$ cat src/rtl/sr_controller.sv
// sr_controller: sequencer and arbiter for the Sayeh carry/zero status register.
// Turns each granted flag-update request (ALU, flag instruction, interrupt save,
// interrupt restore) into exactly one registered strobe cycle on the status register.
// Optional feature macro: SR_CTRL_SHADOW_EN enables the DEPTH-entry flag shadow
// stack and stk_err. Without it, save/restore are still acked with the same timing,
// but they store nothing and drive no strobe.
module sr_controller #(
   parameter int DEPTH = 4
) (
   input  logic       clk,
   input  logic       rst,
   input  logic       alu_req,
   input  logic       alu_c,
   input  logic       alu_z,
   output logic       alu_ack,
   input  logic       op_req,
   input  logic [1:0] op_code,
   output logic       op_ack,
   input  logic       save_req,
   output logic       save_ack,
   input  logic       rest_req,
   output logic       rest_ack,
   input  logic       sr_c,
   input  logic       sr_z,
   output logic       sr_load,
   output logic       sr_cset,
   output logic       sr_creset,
   output logic       sr_zset,
   output logic       sr_zreset,
   output logic       sr_cin,
   output logic       sr_zin,
   output logic       stk_err
);

   typedef enum logic [2:0] {
      IDLE, ALU_SETTLE, ALU_LOAD, STROBE, SAVE, RESTORE, GAP
   } state_t;

   state_t     state, state_nx;
   logic       load_nx, cin_nx, zin_nx;
   logic       cset_nx, creset_nx, zset_nx, zreset_nx;
   logic       alu_ack_nx, op_ack_nx, save_ack_nx, rest_ack_nx;
   logic       push, pop, err_set;
   logic       stk_full, stk_empty;
   logic [1:0] stk_top;

   // Next state plus next output values. Outputs are computed one state early
   // and registered, so they are high exactly while the FSM sits in the action state.
   always_comb begin
      // NOTE: every signal driven here gets a default first, so no path can infer a latch.
      state_nx    = state;
      load_nx     = 1'b0;
      cin_nx      = 1'b0;
      zin_nx      = 1'b0;
      cset_nx     = 1'b0;
      creset_nx   = 1'b0;
      zset_nx     = 1'b0;
      zreset_nx   = 1'b0;
      alu_ack_nx  = 1'b0;
      op_ack_nx   = 1'b0;
      save_ack_nx = 1'b0;
      rest_ack_nx = 1'b0;
      push        = 1'b0;
      pop         = 1'b0;
      err_set     = 1'b0;
      case (state)
         IDLE: begin
            // Fixed priority: restore > save > alu > op.
            if (rest_req) begin
               state_nx    = RESTORE;
               rest_ack_nx = 1'b1;
               if (stk_empty) begin
                  err_set = 1'b1;
               end else begin
                  pop     = 1'b1;
                  load_nx = 1'b1;
                  cin_nx  = stk_top[1];
                  zin_nx  = stk_top[0];
               end
            end else if (save_req) begin
               state_nx    = SAVE;
               save_ack_nx = 1'b1;
               if (stk_full) err_set = 1'b1;
               else          push    = 1'b1;
            end else if (alu_req) begin
               state_nx = ALU_SETTLE;
            end else if (op_req) begin
               state_nx  = STROBE;
               op_ack_nx = 1'b1;
               unique case (op_code)
                  2'd0: cset_nx   = 1'b1;
                  2'd1: creset_nx = 1'b1;
                  2'd2: zset_nx   = 1'b1;
                  2'd3: zreset_nx = 1'b1;
               endcase
            end
         end
         ALU_SETTLE: begin
            // ALU flags have had a full cycle to settle; capture them on this edge.
            state_nx   = ALU_LOAD;
            load_nx    = 1'b1;
            cin_nx     = alu_c;
            zin_nx     = alu_z;
            alu_ack_nx = 1'b1;
         end
         ALU_LOAD, STROBE, SAVE, RESTORE: state_nx = GAP;
         GAP:                             state_nx = IDLE;
         default:                         state_nx = IDLE;
      endcase
   end

   // State and output registers; reset aborts any transaction with nothing emitted.
   always_ff @(posedge clk or posedge rst) begin
      if (rst) begin
         state     <= IDLE;
         sr_load   <= 1'b0;
         sr_cin    <= 1'b0;
         sr_zin    <= 1'b0;
         sr_cset   <= 1'b0;
         sr_creset <= 1'b0;
         sr_zset   <= 1'b0;
         sr_zreset <= 1'b0;
         alu_ack   <= 1'b0;
         op_ack    <= 1'b0;
         save_ack  <= 1'b0;
         rest_ack  <= 1'b0;
      end else begin
         // NOTE: non-blocking assignments so every register samples pre-edge values.
         state     <= state_nx;
         sr_load   <= load_nx;
         sr_cin    <= cin_nx;
         sr_zin    <= zin_nx;
         sr_cset   <= cset_nx;
         sr_creset <= creset_nx;
         sr_zset   <= zset_nx;
         sr_zreset <= zreset_nx;
         alu_ack   <= alu_ack_nx;
         op_ack    <= op_ack_nx;
         save_ack  <= save_ack_nx;
         rest_ack  <= rest_ack_nx;
      end
   end

`ifdef SR_CTRL_SHADOW_EN
   localparam int CW = $clog2(DEPTH + 1);
   localparam int IW = (DEPTH > 1) ? $clog2(DEPTH) : 1;

   logic [1:0]    stack [DEPTH];
   logic [CW-1:0] count;
   logic [CW-1:0] top_idx;

   assign top_idx   = count - CW'(1);
   assign stk_full  = (count == CW'(DEPTH));
   assign stk_empty = (count == '0);
   assign stk_top   = stack[top_idx[IW-1:0]];

   // Shadow stack storage, written on a push with the live status-register flags.
   // NOTE: the storage array has no reset; the entry count alone defines what is valid.
   always_ff @(posedge clk) begin
      if (push) stack[count[IW-1:0]] <= {sr_c, sr_z};
   end

   // Entry count and sticky error flag; only rst clears stk_err.
   always_ff @(posedge clk or posedge rst) begin
      if (rst) begin
         count   <= '0;
         stk_err <= 1'b0;
      end else begin
         if (push)     count <= count + CW'(1);
         else if (pop) count <= count - CW'(1);
         if (err_set)  stk_err <= 1'b1;
      end
   end
`else
   // No storage: restore always sees an empty stack, which suppresses its strobe.
   logic unused_shadow;
   assign stk_full      = 1'b0;
   assign stk_empty     = 1'b1;
   assign stk_top       = 2'b00;
   assign stk_err       = 1'b0;
   assign unused_shadow = ^{sr_c, sr_z, push, pop, err_set, DEPTH[0]};
`endif

endmodule

$ cat config.mk
export PLATFORM = sky130hd
export DESIGN_NAME = sr_controller
export DESIGN_NICKNAME = d
export VERILOG_FILES = /design/src/rtl/sr_controller.sv
export SDC_FILE = /design/constraint.sdc
export NUM_CORES = 1
export LEC_CHECK = 0
export BUFFER_PORTS_ARGS = -buffer_cell sky130_fd_sc_hd__buf_2
export CORE_AREA = 3 3 40 42
export DETAILED_ROUTE_END_ITERATION = 8
export DIE_AREA = 0 0 43 45
export PLACE_DENSITY = 0.7
export RECOVER_POWER = 50
export SLEW_MARGIN = 20
export SYNTH_ARGS = -nofsm -noshare
export SYNTH_HDL_FRONTEND = slang
export SYNTH_SLANG_ARGS = --single-unit
$ cat constraint.sdc
create_clock -name clk -period 2.2 [get_ports clk]
set_input_delay 0.11 -clock clk [delete_from_list [all_inputs] [get_ports clk]]
set_output_delay 0.11 -clock clk [all_outputs]
set_load 0.005 [all_outputs]
==> impl_metrics.csv, run 1 <==
group,metric,value,unit
synthesis,ys_seq_elements,13,
timing,setup_viol,0,
cts,clk_latency,0.26,ns
cells_and_area,drive_above_1_share,44.4,%
synthesis,netlist_instances,42,
floorplan,coreArea,0.00128,mm2
job,drv_cap,0,
worst_setup_path,r2r_end,"sr_zset$_DFF_PP0_",
timing,finalHoldViolCount,0,
worst_setup_path,reg2regPathDepth,2,
floorplan,die_y,45,um
route,drt_iter0_drc,7,
worst_setup_path,crit_fanout,7,
timing,period_minus_slack,1.31,ns
worst_setup_path,end_kind,"flop",
min_path,hp-class,"input pin to flop",
cts,htreeDepth,1,
floorplan,std_cell_rows,13,
place,place.gp.congestion,0.753,
synthesis,synth_ff_type,"dfrtp_1",
worst_setup_path,rr_startpoint,"state[2]$_DFFE_PP0P_",
synthesis,synth_warnings,0,
synthesis,yosysSeqAreaShare,61.3,%
synthesis,syn_nets,54,
worst_setup_path,critPathLaunchType,"flop",
global_routing,antenna_found_initial,0,
timing,timing.hold.ws,0.0619,ns
cells_and_area,nets,76,
timing,postLayoutSetupSlackWorst,0.890,ns
floorplan,dieArea,0.00194,mm2
cts,cts_hold_buffers,1,
cts,tritoncts,"built",
synthesis,synth_top_area_cell,"dfrtp_1",
power,leakage,0.366,nW
cells_and_area,regMostFlops,"state",
cells_and_area,n_antenna_cell,0,
cts,tritoncts.num_buffers,3,
power,power_density,837,mW/mm2
min_path,hold_path_end,"sr_creset$_DFF_PP0_",
power,irDropWorstVdd,449,uV
global_routing,grt_pass1_vias,314,
cts,cts_resized,0,
timing,fin_setup_tns,0,ns
min_path,hold_path.startpoint,"op_code[1]",
cells_and_area,area_delta_synth_final,23.6,%
cts,cts_buffer_depth,2,
place,port_buffers,20,
global_routing,overflow,0,
global_routing,grt_pass1_wl,1.42,mm
synthesis,yosysTopAreaCellShare,61.3,%
worst_setup_path,r2r_slack,0.89,ns
route,firstDrtPassIters,2,
floorplan,start_util,41.3,%
synthesis,avgSynthCellArea,12.6,um2
timing,skew,0.00679,ns
cts,cts_root_buf,"clkbuf_4",
place,preCtsSetupSlack,0.894,ns
synthesis,async_flop_share,100,%
global_routing,grt_max_degree,14,
floorplan,io_pins,24,
synthesis,yosysMostFrequentCell,"dfrtp_1",
route,drt_wl_total,820,um
worst_setup_path,cp_data_required_time,2.38,ns
cts,clkTransAtPathRegs,0.08,ns
cells_and_area,largest_reg_flops,3,
route,routed-via-count,356,
min_path,whs_path_depth,2,
place,dp_hpwl,649,um
cts,cts_setup_buffers,0,
timing,maxSlewViolCount,0,
global_routing,grt_use_total,9.92,%
synthesis,synth-edff-count,0,
worst_setup_path,arrival,1.48,ns
route,wl_per_cell,10.5,um
worst_setup_path,crit_type,"flop to flop",
timing,rsz0062_at_grt,"false",
floorplan,fp.dieW,43,um
timing,min_period_over_period,59.5,%
synthesis,ys_top_cells_by_area,"dfrtp_1, nor4_2, nor4b_4",
route,drc_errors,0,
synthesis,synth_area,531,um2
synthesis,synthDistinctLibCells,18,
outcome,status,"finished clean",
cts,cts_sinks,13,
timing,clock.fmax,764,MHz
route,drt-vias-per-instance,4.56,
synthesis,synthTopCellsByCount,"dfrtp_1, a21oi_1, and3_1, inv_1, nor2_1",
route,final_antenna_net_count,0,
-- cells by family after synthesis --
group | count (synthesis) | share of synthesized area (%)
other | 1 | 0.707
DFF | 13 | 61.3
and+or+nand+nor | 16 | 24.5
AOI/OAI and AO/OA | 5 | 5.66
buffers and inverters | 7 | 7.78
-- per-stage QoR --
stage	instances	area (um2)	power [mW]	util, %
final	78	656	0.549	51.0
after global routing	78	656	0.587	51.0
after CTS	78	656	0.554	51.0
after detailed placement	73	619	0.417	48.2
after global placement	73	619	0.413	48.2
after floorplan	42	531	0.383	-
-- worst max path at each step --
stage,startpoint,end,slack (ns)
2_1_floorplan,state[2]$_DFFE_PP0P_,sr_zset$_DFF_PP0_,0.93
3_3_place_gp,state[2]$_DFFE_PP0P_,sr_zset$_DFF_PP0_,0.91
3_5_place_dp,state[2]$_DFFE_PP0P_,sr_zset$_DFF_PP0_,0.89
4_1_cts,state[2]$_DFFE_PP0P_,sr_zset$_DFF_PP0_,0.88
5_1_grt,state[2]$_DFFE_PP0P_,sr_zset$_DFF_PP0_,0.82
6_report,state[2]$_DFFE_PP0P_,sr_zset$_DFF_PP0_,0.89
-- cell type report --
type,instances,area (um2)
Clock buffer,4,26.3
Fill cell,120,629
Inverter,3,11.3
Multi-Input combinational cell,22,164
Sequential cell,13,325
Tap cell,15,18.8
Timing Repair Buffer,21,110
-- cell usage in the layout (no fill, tap or decap) --
| cell | netlist | routed |
|---|---|---|
| o21bai_1 | 2 | 2 |
| and2_1 | 2 | 1 |
| nor4b_4 | 1 | 1 |
| clkbuf_1 | 1 | 1 |
| dlygate4sd3_1 | 0 | 1 |
| clkbuf_4 | 0 | 3 |
| nor3_2 | 1 | 1 |
| nand2_1 | 1 | 1 |
| nor2_1 | 3 | 3 |
| and2_0 | 0 | 1 |
| buf_2 | 0 | 20 |
| nor3_1 | 1 | 1 |
| a21oi_1 | 3 | 3 |
| and3_1 | 3 | 3 |
| or4b_4 | 1 | 1 |
| or3_1 | 1 | 1 |
| nor4_2 | 2 | 2 |
| dfrtp_1 | 13 | 13 |
| inv_1 | 3 | 3 |
| conb_1 | 1 | 1 |
-- metal layers --
metal / share of wire, % / track usage [%] / wire length, um
met5: 0 / 0 / 0
met4: 2.0 / 5.42 / 16
met3: 13 / 4.38 / 105
met2: 38 / 13.2 / 310
met1: 47 / 13.5 / 388
-- where the power goes --
| part | internal, mW | switching, mW | total [mW] |
|---|---|---|---|
| combinational | 0.0478 | 0.0666 | 0.114 |
| clock | 0.0699 | 0.0680 | 0.138 |
| sequential | 0.273 | 0.0231 | 0.296 |
-- worst max-delay path, cell delays in order (launching register included) --
cell and delay [ns]:
dfrtp_1 0.40, or3_1 0.54, nor4b_4 0.29
Power figures use the tool's default switching activity.
==> inputs of run 2 (changes only) <==
==> constraint.sdc (replaced) <==
create_clock -name clk -period 1.3 [get_ports clk]
set_input_delay 0.065 -clock clk [delete_from_list [all_inputs] [get_ports clk]]
set_output_delay 0.065 -clock clk [all_outputs]
set_load 0.005 [all_outputs]
==> impl_metrics.csv, run 2 (synthesis gave the netlist of run 1 again) <==
group,metric,value,unit
worst_setup_path,crit_type,"flop to flop",
route,drt_wl_total,987,um
timing,rsz0062_at_grt,"false",
cells_and_area,regMostFlops,"state",
timing,timing.hold.ws,0.0221,ns
floorplan,coreArea,0.00128,mm2
route,final_antenna_net_count,0,
cells_and_area,nets,79,
cells_and_area,area_delta_synth_final,28.3,%
route,drt_iter0_drc,8,
cts,cts_buffer_depth,2,
job,drv_cap,0,
power,leakage,0.374,nW
cts,cts_sinks,13,
cts,htreeDepth,1,
cells_and_area,fill_cells,129,
place,port_buffers,20,
cells_and_area,n_antenna_cell,0,
global_routing,grt_pass1_wl,1.59,mm
global_routing,antenna_found_initial,0,
power,irDropWorstVdd,732,uV
cts,cts_root_buf,"clkbuf_4",
floorplan,fp.dieW,43,um
route,firstDrtPassIters,3,
global_routing,grt_use_total,11.8,%
worst_setup_path,rr_startpoint,"state[2]$_DFFE_PP0P_",
power,pwr-share-comb,27.9,%
worst_setup_path,startpoint,"state[2]$_DFFE_PP0P_",
cells_and_area,ff_latch_area,325,um2
power,cellInternalPower,0.720,mW
cells_and_area,layout_common_cells,"buf_2, dfrtp_1",
timing,skew,0.000417,ns
min_path,hold_path.startpoint,"op_code[1]",
cells_and_area,multi_input_area,169,um2
cts,clkTransAtPathRegs,0.07,ns
route,drt-vias-per-instance,4.83,
timing,fin_setup_tns,0,ns
worst_setup_path,end_kind,"flop",
timing,min_period_over_period,91.7,%
timing,clock.fmax,839,MHz
power,p_sw_share,29.1,%
floorplan,std_cell_rows,13,
timing,finalHoldViolCount,0,
worst_setup_path,reg2regPathDepth,2,
cts,clk_latency,0.26,ns
power,clockPowerShare,23.1,%
power,power_density,1490,mW/mm2
global_routing,grt_max_degree,14,
route,wl_per_cell,12.2,um
route,drc_errors,0,
cells_and_area,drive_above_1_share,45.5,%
route,routed-via-count,391,
global_routing,grt_pass1_vias,384,
worst_setup_path,critPathLaunchType,"flop",
floorplan,start_util,41.3,%
place,place.gp.congestion,0.731,
worst_setup_path,crit_fanout,7,
place,dp_hpwl,763,um
cells_and_area,final_common_cell,"buf_2",
cells_and_area,largest_reg_flops,3,
power,power_frac_seq,48.9,%
timing,maxSlewViolCount,0,
timing,period_minus_slack,1.19,ns
worst_setup_path,cp_data_required_time,1.48,ns
worst_setup_path,arrival,1.37,ns
global_routing,overflow,0,
power,power_switching,0.295,mW
floorplan,die_y,45,um
min_path,hp-class,"input pin to flop",
floorplan,dieArea,0.00194,mm2
cts,tritoncts.num_buffers,3,
timing,setup_viol,0,
min_path,whs_path_depth,2,
outcome,status,"finished clean",
floorplan,io_pins,24,
cts,tritoncts,"built",
## run 2: metrics by stage
step | cells | total power [mW] | setup WS, ns | cell area (um2) | util (%)
after floorplan | 42 | 0.649 | 0.0255 | 531 | -
after global placement | 76 | 0.756 | 0.0487 | 642 | 50.0
after detailed placement | 76 | 0.768 | 0.0313 | 642 | 50.0
after CTS | 81 | 1.01 | 0.0133 | 678 | 52.8
after global routing | 81 | 1.07 | 0.0741 | 681 | 53.0
final | 81 | 1.02 | 0.108 | 681 | 53.0
## run 2: final cells by class
type	instances	share of cell area, %
clock buffers	4	3.86
inverters	3	1.65
multi-input cells	22	24.8
flip-flops and latches	13	47.8
well taps	15	2.76
repair buffers	24	19.1
## run 2: final timing paths
| check | end | slack [ns] |
|---|---|---|
| min in group asynchronous | save_ack$_DFF_PP0_ | 0.35 |
| worst min register to register | sr_load$_DFF_PP0_ | 0.64 |
| max in group asynchronous | rest_ack$_DFF_PP0_ | 0.63 |
| worst max register to register | sr_zset$_DFF_PP0_ | 0.11 |
| worst max-delay path | sr_zset$_DFF_PP0_ | 0.11 |
| worst min-delay path | sr_creset$_DFF_PP0_ | 0.02 |
## run 2: power groups by stage
stage               combinational (mW)  clock [mW]  sequential [mW]
global route                     0.314       0.260            0.498
finish                           0.284       0.235            0.497
CTS                              0.277       0.241            0.489
floorplan                        0.143           0            0.506
global placement                 0.265           0            0.491
detailed placement               0.273           0            0.496
## run 2: what timing repair did
item / in CTS / in global routing
buffers inserted: 0 / 0
hold endpoints to repair: 13 / 0
hold buffers: 1 / 0
setup endpoints to repair: 0 / 3
gates resized for setup: 0 / 1
## run 2: worst max-delay path, cell delays in order, from the launching register on
cell and delay [ns]:
dfrtp_1 0.40, or3_4 0.45, nor4b_4 0.25
## run 2: layer usage
metal,routed length (um),vias to the layer above,GRT usage [%]
met5,0,-,0
met4,23,0,7.23
met3,103,4,4.38
met2,455,21,20.4
met1,406,179,12.2
li1,-,187,-
